--- config.mk ---
export PLATFORM = sky130hd
export DESIGN_NAME = alu_uart_ctrl
export DESIGN_NICKNAME = d
export VERILOG_FILES = /design/src/rtl/alu_pkg.sv /design/src/rtl/alu_uart_ctrl_if.sv /design/src/rtl/alu_uart_ctrl_core.sv /design/src/rtl/alu_uart_ctrl.sv
export SDC_FILE = /design/constraint.sdc
export NUM_CORES = 1
export LEC_CHECK = 0
export CAP_MARGIN = 10
export CORE_MARGIN = 5
export CORE_UTILIZATION = 44
export DETAILED_ROUTE_END_ITERATION = 10
export PLACE_DENSITY_LB_ADDON = 0.05
export SLEW_MARGIN = 20
export SYNTH_ARGS = -nofsm -noshare
export SYNTH_HDL_FRONTEND = slang
export SYNTH_SLANG_ARGS = --single-unit
--- constraint.sdc ---
create_clock -name i_clock -period 2.2 [get_ports i_clock]
set_input_delay 0.33 -clock i_clock [delete_from_list [all_inputs] [get_ports i_clock]]
set_output_delay 0.33 -clock i_clock [all_outputs]
set_load 0.005 [all_outputs]
--- src/rtl/alu_pkg.sv ---
// Shared ALU definitions: default widths, opcode constants, sequencer state
// encoding and the opcode validity helper used when ALU_UART_CTRL_OPCHECK_EN is set.
package alu_pkg;

    localparam int NB_DATA = 8;
    localparam int NB_OP   = 6;

    localparam logic [NB_OP-1:0] OP_ADD = 6'h20;
    localparam logic [NB_OP-1:0] OP_SUB = 6'h22;
    localparam logic [NB_OP-1:0] OP_AND = 6'h24;
    localparam logic [NB_OP-1:0] OP_OR  = 6'h25;
    localparam logic [NB_OP-1:0] OP_XOR = 6'h26;
    localparam logic [NB_OP-1:0] OP_NOR = 6'h27;

    typedef enum logic [5:0] {
        ST_WAIT_A  = 6'b000001,
        ST_WAIT_B  = 6'b000010,
        ST_WAIT_OP = 6'b000100,
        ST_EXEC    = 6'b001000,
        ST_SEND    = 6'b010000,
        ST_WAIT_TX = 6'b100000
    } state_t;

    function automatic logic is_valid_op(input logic [NB_OP-1:0] op);
        case (op)
            OP_ADD, OP_SUB, OP_AND, OP_OR, OP_XOR, OP_NOR: return 1'b1;
            default:                                      return 1'b0;
        endcase
    endfunction

endpackage

--- src/rtl/alu_uart_ctrl_if.sv ---
// Bundle between the sequencer and its UART/ALU neighbours; names follow the
// sequencer's view (i_ = into the sequencer). o_op_err exists only with ALU_UART_CTRL_OPCHECK_EN.
interface alu_uart_ctrl_if #(
    parameter int NB_DATA = alu_pkg::NB_DATA,
    parameter int NB_OP   = alu_pkg::NB_OP
);
    logic [NB_DATA-1:0] i_rx_data;
    logic               i_rx_done;
    logic [NB_DATA-1:0] i_alu_result;
    logic               i_tx_done;
    logic [NB_DATA-1:0] o_dato_a;
    logic [NB_DATA-1:0] o_dato_b;
    logic [NB_OP-1:0]   o_operation;
    logic [NB_DATA-1:0] o_tx_data;
    logic               o_tx_start;
    logic               o_busy;
    logic               o_rx_drop;
`ifdef ALU_UART_CTRL_OPCHECK_EN
    logic               o_op_err;
`endif

    modport master (
        input  i_rx_data, i_rx_done, i_alu_result, i_tx_done,
        output o_dato_a, o_dato_b, o_operation, o_tx_data, o_tx_start, o_busy, o_rx_drop
`ifdef ALU_UART_CTRL_OPCHECK_EN
        , output o_op_err
`endif
    );

    modport slave (
        output i_rx_data, i_rx_done, i_alu_result, i_tx_done,
        input  o_dato_a, o_dato_b, o_operation, o_tx_data, o_tx_start, o_busy, o_rx_drop
`ifdef ALU_UART_CTRL_OPCHECK_EN
        , input o_op_err
`endif
    );

endinterface

--- src/rtl/alu_uart_ctrl_core.sv ---
// Sequencer FSM: collects A, B, opcode from the UART, lets the ALU settle one
// cycle, then sends the result. ALU_UART_CTRL_OPCHECK_EN rejects unknown opcodes.
module alu_uart_ctrl_core #(
    parameter int NB_DATA = alu_pkg::NB_DATA,
    parameter int NB_OP   = alu_pkg::NB_OP
) (
    input  logic                 i_clock,
    input  logic                 i_reset,
    alu_uart_ctrl_if.master      bus
);
    import alu_pkg::*;

    state_t             r_state;
    state_t             w_next_state;
    logic               w_load_a;
    logic               w_load_b;
    logic               w_load_op;
    logic               w_op_err;
    logic               w_busy;
    logic [NB_DATA-1:0] r_dato_a;
    logic [NB_DATA-1:0] r_dato_b;
    logic [NB_OP-1:0]   r_operation;
    logic [NB_DATA-1:0] r_tx_data;
    logic               r_rx_drop;

    // NOTE: non-blocking (<=) for every register so all flops sample pre-edge values together.
    always_ff @(posedge i_clock or posedge i_reset) begin
        if (i_reset) r_state <= ST_WAIT_A;
        else         r_state <= w_next_state;
    end

    // NOTE: every output of this block gets a default first, otherwise a missed branch infers a latch.
    always_comb begin
        w_next_state = r_state;
        w_load_a     = 1'b0;
        w_load_b     = 1'b0;
        w_load_op    = 1'b0;
        w_op_err     = 1'b0;
        unique case (r_state)
            ST_WAIT_A:  if (bus.i_rx_done) begin w_load_a = 1'b1; w_next_state = ST_WAIT_B;  end
            ST_WAIT_B:  if (bus.i_rx_done) begin w_load_b = 1'b1; w_next_state = ST_WAIT_OP; end
            ST_WAIT_OP: if (bus.i_rx_done) begin
`ifdef ALU_UART_CTRL_OPCHECK_EN
                if (is_valid_op(bus.i_rx_data[NB_OP-1:0])) begin
                    w_load_op    = 1'b1;
                    w_next_state = ST_EXEC;
                end else begin
                    w_op_err     = 1'b1;
                    w_next_state = ST_WAIT_A;
                end
`else
                w_load_op    = 1'b1;
                w_next_state = ST_EXEC;
`endif
            end
            ST_EXEC:    w_next_state = ST_SEND;
            // A completion seen already in SEND must not be lost, or WAIT_TX would hang.
            ST_SEND:    w_next_state = bus.i_tx_done ? ST_WAIT_A : ST_WAIT_TX;
            ST_WAIT_TX: if (bus.i_tx_done) w_next_state = ST_WAIT_A;
            default:    w_next_state = ST_WAIT_A;
        endcase
    end

    assign w_busy = (r_state == ST_EXEC) || (r_state == ST_SEND) || (r_state == ST_WAIT_TX);

    // NOTE: these are a handful of flops, not a memory, so all of them take the reset.
    always_ff @(posedge i_clock or posedge i_reset) begin
        if (i_reset) begin
            r_dato_a    <= '0;
            r_dato_b    <= '0;
            r_operation <= '0;
            r_tx_data   <= '0;
            r_rx_drop   <= 1'b0;
        end else begin
            if (w_load_a)             r_dato_a    <= bus.i_rx_data;
            if (w_load_b)             r_dato_b    <= bus.i_rx_data;
            if (w_load_op)            r_operation <= bus.i_rx_data[NB_OP-1:0];
            if (r_state == ST_EXEC)   r_tx_data   <= bus.i_alu_result;
            r_rx_drop <= bus.i_rx_done && w_busy;
        end
    end

`ifdef ALU_UART_CTRL_OPCHECK_EN
    logic r_op_err;
    always_ff @(posedge i_clock or posedge i_reset) begin
        if (i_reset) r_op_err <= 1'b0;
        else         r_op_err <= w_op_err;
    end
    assign bus.o_op_err = r_op_err;
`endif

    assign bus.o_dato_a    = r_dato_a;
    assign bus.o_dato_b    = r_dato_b;
    assign bus.o_operation = r_operation;
    assign bus.o_tx_data   = r_tx_data;
    assign bus.o_tx_start  = (r_state == ST_SEND);
    assign bus.o_busy      = w_busy;
    assign bus.o_rx_drop   = r_rx_drop;

endmodule

--- src/rtl/alu_uart_ctrl.sv ---
// Top: flat UART/ALU pins mapped onto the sequencer bundle.
// Optional opcode filter and o_op_err port: define ALU_UART_CTRL_OPCHECK_EN.
module alu_uart_ctrl #(
    parameter int NB_DATA = alu_pkg::NB_DATA,
    parameter int NB_OP   = alu_pkg::NB_OP
) (
    input  logic               i_clock,
    input  logic               i_reset,
    input  logic [NB_DATA-1:0] i_rx_data,
    input  logic               i_rx_done,
    input  logic [NB_DATA-1:0] i_alu_result,
    input  logic               i_tx_done,
    output logic [NB_DATA-1:0] o_dato_a,
    output logic [NB_DATA-1:0] o_dato_b,
    output logic [NB_OP-1:0]   o_operation,
    output logic [NB_DATA-1:0] o_tx_data,
    output logic               o_tx_start,
    output logic               o_busy,
`ifdef ALU_UART_CTRL_OPCHECK_EN
    output logic               o_op_err,
`endif
    output logic               o_rx_drop
);

    alu_uart_ctrl_if #(.NB_DATA(NB_DATA), .NB_OP(NB_OP)) u_bus ();

    assign u_bus.i_rx_data    = i_rx_data;
    assign u_bus.i_rx_done    = i_rx_done;
    assign u_bus.i_alu_result = i_alu_result;
    assign u_bus.i_tx_done    = i_tx_done;

    alu_uart_ctrl_core #(.NB_DATA(NB_DATA), .NB_OP(NB_OP)) u_core (
        .i_clock (i_clock),
        .i_reset (i_reset),
        .bus     (u_bus.master)
    );

    assign o_dato_a    = u_bus.o_dato_a;
    assign o_dato_b    = u_bus.o_dato_b;
    assign o_operation = u_bus.o_operation;
    assign o_tx_data   = u_bus.o_tx_data;
    assign o_tx_start  = u_bus.o_tx_start;
    assign o_busy      = u_bus.o_busy;
    assign o_rx_drop   = u_bus.o_rx_drop;
`ifdef ALU_UART_CTRL_OPCHECK_EN
    assign o_op_err    = u_bus.o_op_err;
`endif

endmodule

## Yosys cells after proc, flatten, opt, wreduce, memory -nomap -nowiden

Index checks and enable logic that the tools add are counted.
Widths: inputs -> output; s select.

| operators by class | value |
|---|---|
| equality and inequality tests | 10 |
| muxes and demuxes | 10 |
| reductions and logical operators | 4 |

Operators by type and width:

| operator | count |
|---|---|
| $pmux 6 s6 | 1 |
| $mux 6 | 5 |
| $ne 2x2->1 const B | 4 |
| $eq 6x1->1 const B | 1 |
| $eq 6x2->1 const B | 1 |
| $eq 6x3->1 const B | 1 |
| $eq 6x4->1 const B | 1 |
| $eq 6x5->1 const B | 1 |
| $eq 6x6->1 const B | 1 |
| $mux 1 | 4 |
| $reduce_and 4->1 | 1 |
| $logic_or 1x1->1 | 2 |
| $logic_and 1x1->1 | 1 |

| storage, ports and cells | value |
|---|---|
| flip-flop bits (word level) | 37 |
| input bits | 20 |
| logic and storage cells | 30 |

## Longest topological paths before layout

Gate-level depths: netlist of run 1.

| depth | value |
|---|---|
| depth after elaboration | 4 |
| gate-level depth with buffers | 5 |
| gate-level depth less buffers | 4 |

## Least setup slack after synthesis of run 1

Ideal clock, no wire load.

| path | value |
|---|---|
| path type | reg-to-reg |
| start point | register u_core.r_state[4] |
| end point | register u_core.r_dato_b[0] (netlist: u_core.bus.o_dato_b[0]) |
| data arrival time | 1.745 ns |
| path slack | 0.330 ns |
| stages on the path, launching flop included | 6 |
| path buffers | 2 |
| cell sequence | dfrtp_1 > buf_6 > or3_1 > buf_2 > nor4_4 > mux2_2 |

| between the ends | value |
|---|---|
| longest elaborated chain between the ends | 2 |

Ends and longest elaborated chain:

| what | RTL line | RTL |
|---|---|---|
| from (decl) | alu_uart_ctrl_core.sv:13 | `state_t r_state;` |
| from (signal assigned) | alu_uart_ctrl_core.sv:29 | `else r_state <= w_next_state;` |
| $eq 6x2->1 | alu_uart_ctrl_core.sv:39 | `unique case (r_state)` |
| $mux 1 | alu_uart_ctrl_core.sv:39 |  |
| to (signal assigned) | alu_uart_ctrl_core.sv:76 | `if (w_load_b) r_dato_b <= bus.i_rx_data;` |
| to (decl) | alu_uart_ctrl_core.sv:21 | `logic [NB_DATA-1:0] r_dato_b;` |

Every way passes these cells.
A chain may end at the register's enable or synchronous reset.

## Final worst setup path of run 1

| path | value |
|---|---|
| start point | register u_core.r_state[2] |
| end point | output o_tx_start |

| between the ends | value |
|---|---|
| longest elaborated chain between the ends | 1 |

Ends and longest elaborated chain:

| what | RTL line | RTL |
|---|---|---|
| $eq 6x5->1 | alu_uart_ctrl_core.sv:96 | `assign bus.o_tx_start = (r_state == ST_SEND);` |
| to (decl) | alu_uart_ctrl.sv:17 | `output logic o_tx_start,` |

Every way passes these cells.

==> results of run 1 <==
[tightest hold or removal path: stages]
cell	delay, ns
clkdlybuf4s50_1	0.39
inv_1	0.05
buf_4	0.39
[path summary, 6_finish.rpt]
| check | startpoint | to | slack [ns] | cells after the start |
|---|---|---|---|---|
| max in group asynchronous | i_reset | u_core.r_state[0] | 1.45 | 3 |
| setup reg to reg | u_core.r_state[5] | u_core.bus.o_dato_b[5] | 0.29 | 4 |
| setup / recovery | u_core.r_state[2] | o_tx_start | 0.14 | 3 |
| hold reg to reg | u_core.bus.o_dato_b[7] | u_core.bus.o_dato_b[7] | 0.51 | 1 |
| min in group i_clock | u_core.bus.o_dato_b[7] | u_core.bus.o_dato_b[7] | 0.51 | 1 |
| hold / removal | i_reset | u_core.bus.o_tx_data[1] | 0.39 | 3 |
[cell usage after synthesis]
cell type / number
o21ai_0: 4
clkbuf_1: 2
nand2b_1: 1
nor4_1: 1
mux2_2: 31
nor3_1: 2
o22ai_1: 1
a211oi_1: 1
buf_2: 3
or2b_1: 1
or3_1: 3
dfstp_2: 1
o211ai_1: 1
a21o_1: 1
dfrtp_1: 36
xor2_1: 2
and3b_1: 1
nor4_4: 1
nor2_1: 4
nor3_4: 1
a22o_1: 1
a21oi_1: 2
nand2_1: 1
nand3b_1: 2
or3b_2: 1
nand4_1: 1
inv_1: 3
buf_6: 1
and2_1: 1
[placed cells by master (no fill, tap or decap), drive strengths merged]
| cell type | n |
|---|---|
| or2b | 1 |
| o22ai | 1 |
| a21oi | 2 |
| xor2 | 2 |
| a21o | 1 |
| dfstp | 1 |
| clkdlybuf4s50 | 51 |
| mux2 | 31 |
| o211ai | 1 |
| dfrtp | 36 |
| a211oi | 1 |
| nand2 | 1 |
| inv | 3 |
| nand3b | 2 |
| dlygate4sd2 | 1 |
| or3b | 1 |
| nand4 | 1 |
| buf | 6 |
| a22o | 1 |
| nand2b | 1 |
| and2 | 1 |
| clkbuf | 7 |
| and3b | 1 |
| or3 | 3 |
| nor3 | 3 |
| o21ai | 4 |
| nor4 | 2 |
| nor2 | 4 |
[final cells by class]
type / instances / area share
Sequential cell: 37 / 0.419
Timing Repair Buffer: 58 / 0.255
Clock buffer: 7 / 0.0249
Inverter: 3 / 0.00508
Multi-Input combinational cell: 65 / 0.271
Tap cell: 46 / 0.0260
[through the flow]
step,utilization,cell area [um2]
after floorplan,-,1560
after detailed placement,0.631,2140
after global placement,0.631,2140
after global routing,0.653,2210
final,0.653,2210
after CTS,0.651,2210
[state kept, by name, indices dropped and copies added (netlist names)]
name and flops:
u_core.bus.o_dato_a 8, u_core.bus.o_operation 6, u_core.bus.o_dato_b 8, u_core.r_state 6, u_core.bus.o_tx_data 8, u_core.bus.o_rx_drop 1
[layer usage]
layer,GRT usage,up-vias
met5,0,-
met4,0.0521,0
met3,0.0580,4
met2,0.236,30
met1,0.168,516
li1,-,512
[cell families after synthesis]
group / share of synthesized area
buffers and inverters: 0.0289
AOI/OAI and AO/OA: 0.0434
and+or+nand+nor: 0.0965
muxes: 0.224
DFF: 0.596
xor gates and xnor gates: 0.0113
[power groups by stage]
stage                     logic [W]  clock network [W]  registers, W
after floorplan            0.000525                  0       0.00115
after global placement      0.00120                  0       0.00115
after detailed placement    0.00122                  0       0.00117
after CTS                   0.00124           0.000371       0.00117
after global routing        0.00132           0.000403       0.00121
final                       0.00123           0.000351       0.00116
[timing repair]
action | CTS | global route
gates resized for setup | 3 | 0
endpoints found under the setup margin | 2 | 1
setup buffers | 0 | 1
pin swaps | 1 | 1
==> flow_summary.toml, run 1 <==
[run_status]
status = "complete, no violations"

[placed_design]
gp_congestion = 0.802
dp_cells = 208
portBuffers = 52
dp_hpwl_mm = 2.35
place_ws_ns = 0.203

[finish]
diodes = 0
drive_gt1_frac = 0.282
nets = 190
area_delta_synth_final_pct = 42.3
multiInputGateArea_um2 = 599
fin_cells = 216
final-seq-area_um2 = 927
fill_cells = 274

[pwr]
power_frac_comb = 0.448
pwr-share-seq = 0.424
power_density_nw_per_um2 = 1240
p_total_w = 0.00274
worst_ir_drop_vdd_uv = 659
p_int_w = 0.00198
net-switching-power_w = 0.000763
swShare = 0.278
p_leak_nw = 0.968
p_clk_frac = 0.128

[cts]
path_clk_slew_ns = 0.10
cts_buffers = 5
clockRootBuffer = "clkbuf_4"
cts.sinks = 37
clockBufferDepth = 2
htreeDepth = 2
clock_latency_ns = 0.32
cts_hold_buf = 0
cts_tree = "yes"

[floorplan]
dieHeight_um = 69.5
coreArea_um2 = 3390
row_count = 21
initial_core_util = 0.459
die_area_um2 = 4830
die_w_um = 69.5
io_pins = 53

[timing]
fmax_ghz = 0.484
skew_ns = 0.00786
setup_viol = 0
fin_setup_tns_ns = 0
drv_slew = 0
fin_crit_ns = 2.06
fin_ws_ns = 0.135
holdWs_ns = 0.390
grt_setup_unrepaired = "no"
timing.slew.headroom = 0.689
fin_crit_sh = 0.938
hold_viol_final = 0
worst_pin_slew_ns = 0.467

[critical_path]
crit_family = "buffers and inverters"
cp-start-kind = "flop"
crit_path_end_kind = "output pin"
path_class = "flop to output pin"
cp_max_fo = 3
cp_num_buf_inv = 1
path_cells = "nor4_4, and3b_1, clkdlybuf4s50_1"
cp.arrival_ns = 1.73
critPathRequiredTime_ns = 1.87
max_stage_delay_ns = 0.50
cp_slowest_cell = "clkdlybuf4s50_1"

[logic_synthesis]
synth_top_area_share = 0.579
ys_seq_elements = 37
yosysUniqueCellTypes = 29
synth_top_cell_by_area = "dfrtp_1"
synth-seq-area-share = 0.596
yosys-top-cells-area = "dfrtp_1, mux2_2, dfstp_2, nor4_4, o21ai_0"
synth.net_count = 131
ys_warn_count = 0
post_synth.cell_area_avg_um2 = 14.0
syn_inst = 111
syn_area_um2 = 1560

[drt]
drtIter0Drc = 69
met2_length_mm = 1.67
top_layer_used = "met4"
met1_length_mm = 1.28
drt_pass1_iterations = 4
wl_per_cell_um = 14.8
drtAntennaViolNets = 0
wl_met3_um = 219
drc = 0
via_per_inst = 4.92
num_vias = 1062
routed_wl_mm = 3.21

[flow_run]
max-cap-violations = 0

[grt]
grt_overflow = 0
track_usage = 0.144
grt_max_degree = 38
grt_first_pass_wirelength_mm = 5.51
first_global_vias = 1151
antenna_found_initial = 0

[min_path]
hold_path.class = "input port to asynchronous set/reset pin"
No activity file was read; power rests on OpenSTA's default activity.
==> run 2: changes to the inputs <==
--- a/config.mk
+++ b/config.mk
@@ -6,10 +6,10 @@
 export NUM_CORES = 1
 export LEC_CHECK = 0
 export CAP_MARGIN = 10
-export CORE_MARGIN = 5
 export CORE_UTILIZATION = 44
 export DETAILED_ROUTE_END_ITERATION = 10
 export PLACE_DENSITY_LB_ADDON = 0.05
+export SKIP_LAST_GASP = 1
 export SLEW_MARGIN = 20
 export SYNTH_ARGS = -nofsm -noshare
 export SYNTH_HDL_FRONTEND = slang
==> run 2 against run 1 <==
  * Core utilization rose by 0.10 points
  * Sequential share of layout area rose by 0.32 points
  * Critical path depth did not move
  * Combinational power fell by 4%
  * Global-route usage rose by 4.0 points
  * Count of clock-buffer cells in the layout fell by 1
  * Critical path type unchanged
  * Critical endpoint unchanged
==> flow_summary.toml, run 2 (synthesis results as in run 1) <==
[run_status]
status = "complete, no violations"

[grt]
grt_max_degree = 38
gr-usage-met1 = 0.240
grt.busiest_layer = "met2"
use_met3 = 0.0714
antenna_found_initial = 0
grt_overflow = 0
grt_first_pass_wirelength_mm = 4.84
met2_usage = 0.278
track_usage = 0.183
first_global_vias = 1010

[cts]
cts.sinks = 37
clockBufferDepth = 2
clockRootBuffer = "clkbuf_4"
path_clk_slew_ns = 0.11
cts_tree = "yes"
clock_latency_ns = 0.33
htreeDepth = 2
cts_hold_buf = 0
cts_buffers = 5

[drt]
drtIter0Drc = 40
drtAntennaViolNets = 0
drc = 0
drt_pass1_iterations = 4
via_per_inst = 4.98
num_vias = 1070
routed_wl_mm = 2.91
wl_per_cell_um = 13.5

[timing]
hold_viol_final = 0
timing.slew.headroom = 0.694
setup_viol = 0
drv_slew = 0
skew_ns = 0.0145
worst_pin_slew_ns = 0.459
grt_setup_unrepaired = "yes"
fmax_ghz = 0.468
fin_crit_sh = 0.971
fin_crit_ns = 2.14

[critical_path]
critPathRequiredTime_ns = 1.87
cp_max_fo = 10
crit_start = "u_core.r_state[0]"
cp.arrival_ns = 1.81
path_class = "flop to output pin"
crit_path_end_kind = "output pin"
cp-start-kind = "flop"
regToRegStartpoint = "u_core.r_state[5]"

[pwr]
worst_ir_drop_vdd_uv = 712
p_leak_nw = 0.971
power_density_nw_per_um2 = 1220
p_total_w = 0.00268

[finish]
drive_gt1_frac = 0.284
multiInputGateArea_um2 = 599
final-seq-area_um2 = 928
final_area_um2 = 2200
fill_cells = 272
area_delta_synth_final_pct = 41.4
most-common-layout-cells = "clkdlybuf4s50_1, dfrtp_1, mux2_2"
mostFrequentLayoutCell = "clkdlybuf4s50_1"
nets = 188
diodes = 0

[floorplan]
die_area_um2 = 3780
row_count = 21
coreArea_um2 = 3360
io_pins = 53
dieHeight_um = 61.5
die_w_um = 61.5
initial_core_util = 0.463

[placed_design]
dp_hpwl_mm = 2.08
dpl-instance-area_um2 = 2120
portBuffers = 52
gp_congestion = 0.795

[flow_run]
max-cap-violations = 0

[min_path]
hold_path.class = "input port to asynchronous set/reset pin"
==> run 2: cell count changes in the layout (fill, tap and decap cells not counted), sizes merged <==
cell          change
clkbuf            -1
buf               -2
clkinv            +2
dlymetal6s2s      +1
dlygate4sd2       -1
==> run 2: stage by stage <==
step	instances	hold WS, ns	setup slack [ns]	utilization	setup TNS (ns)
floorplan	111	0.459	0.330	-	0
global placement	206	0.487	0.205	0.631	0
detailed placement	206	0.491	0.212	0.631	0
CTS	214	0.400	0.00299	0.651	0
global route	215	0.429	-0.0226	0.654	-0.0226
finish	215	0.396	0.0647	0.654	0
==> run 2: report_power, final <==
part / switching (W) / total, W / internal, W
registers: 0.000185 / 0.00117 / 0.000983
clock network: 0.000213 / 0.000334 / 0.000122
logic: 0.000351 / 0.00118 / 0.000831
total: 0.000749 / 0.00268 / 0.00194
==> run 2: area by class of cell <==
cell class                      instances  area share
Clock buffer                            6      0.0188
Clock inverter                          2     0.00455
Inverter                                3     0.00512
Multi-Input combinational cell         65       0.272
Sequential cell                        37       0.422
Tap cell                               46      0.0262
Timing Repair Buffer                   56       0.251
==> run 2: path summary, 6_finish.rpt <==
path                                                  end  slack (ns)  cells past startpoint
worst max-delay path                           o_tx_start        0.06                      3
worst min-delay path              u_core.bus.o_tx_data[3]        0.40                      3
worst max register to register     u_core.bus.o_dato_a[7]        0.29                      3
worst min register to register  u_core.bus.o_operation[4]        0.51                      1
max in group asynchronous               u_core.r_state[0]        1.44                      3
min in group i_clock            u_core.bus.o_operation[4]        0.51                      1
==> run 2: what timing repair did <==
action                                  in CTS  in global routing
buffers inserted                             0                  1
pin swaps                                    0                  1
endpoints found under the setup margin       1                  2
resized for setup                            3                  1
==> run 2: per-layer routing <==
metal	routed length, um	up-vias
met5	0	-
met1	1270	519
met4	47	0
li1	-	511
met2	1390	35
met3	193	5
==> run 2: worst max-delay path: stages (launching register included) <==
cell             delay (ns)
dfstp_2                0.45
nor4_4                 0.34
and3b_1                0.20
clkdlybuf4s50_1        0.50
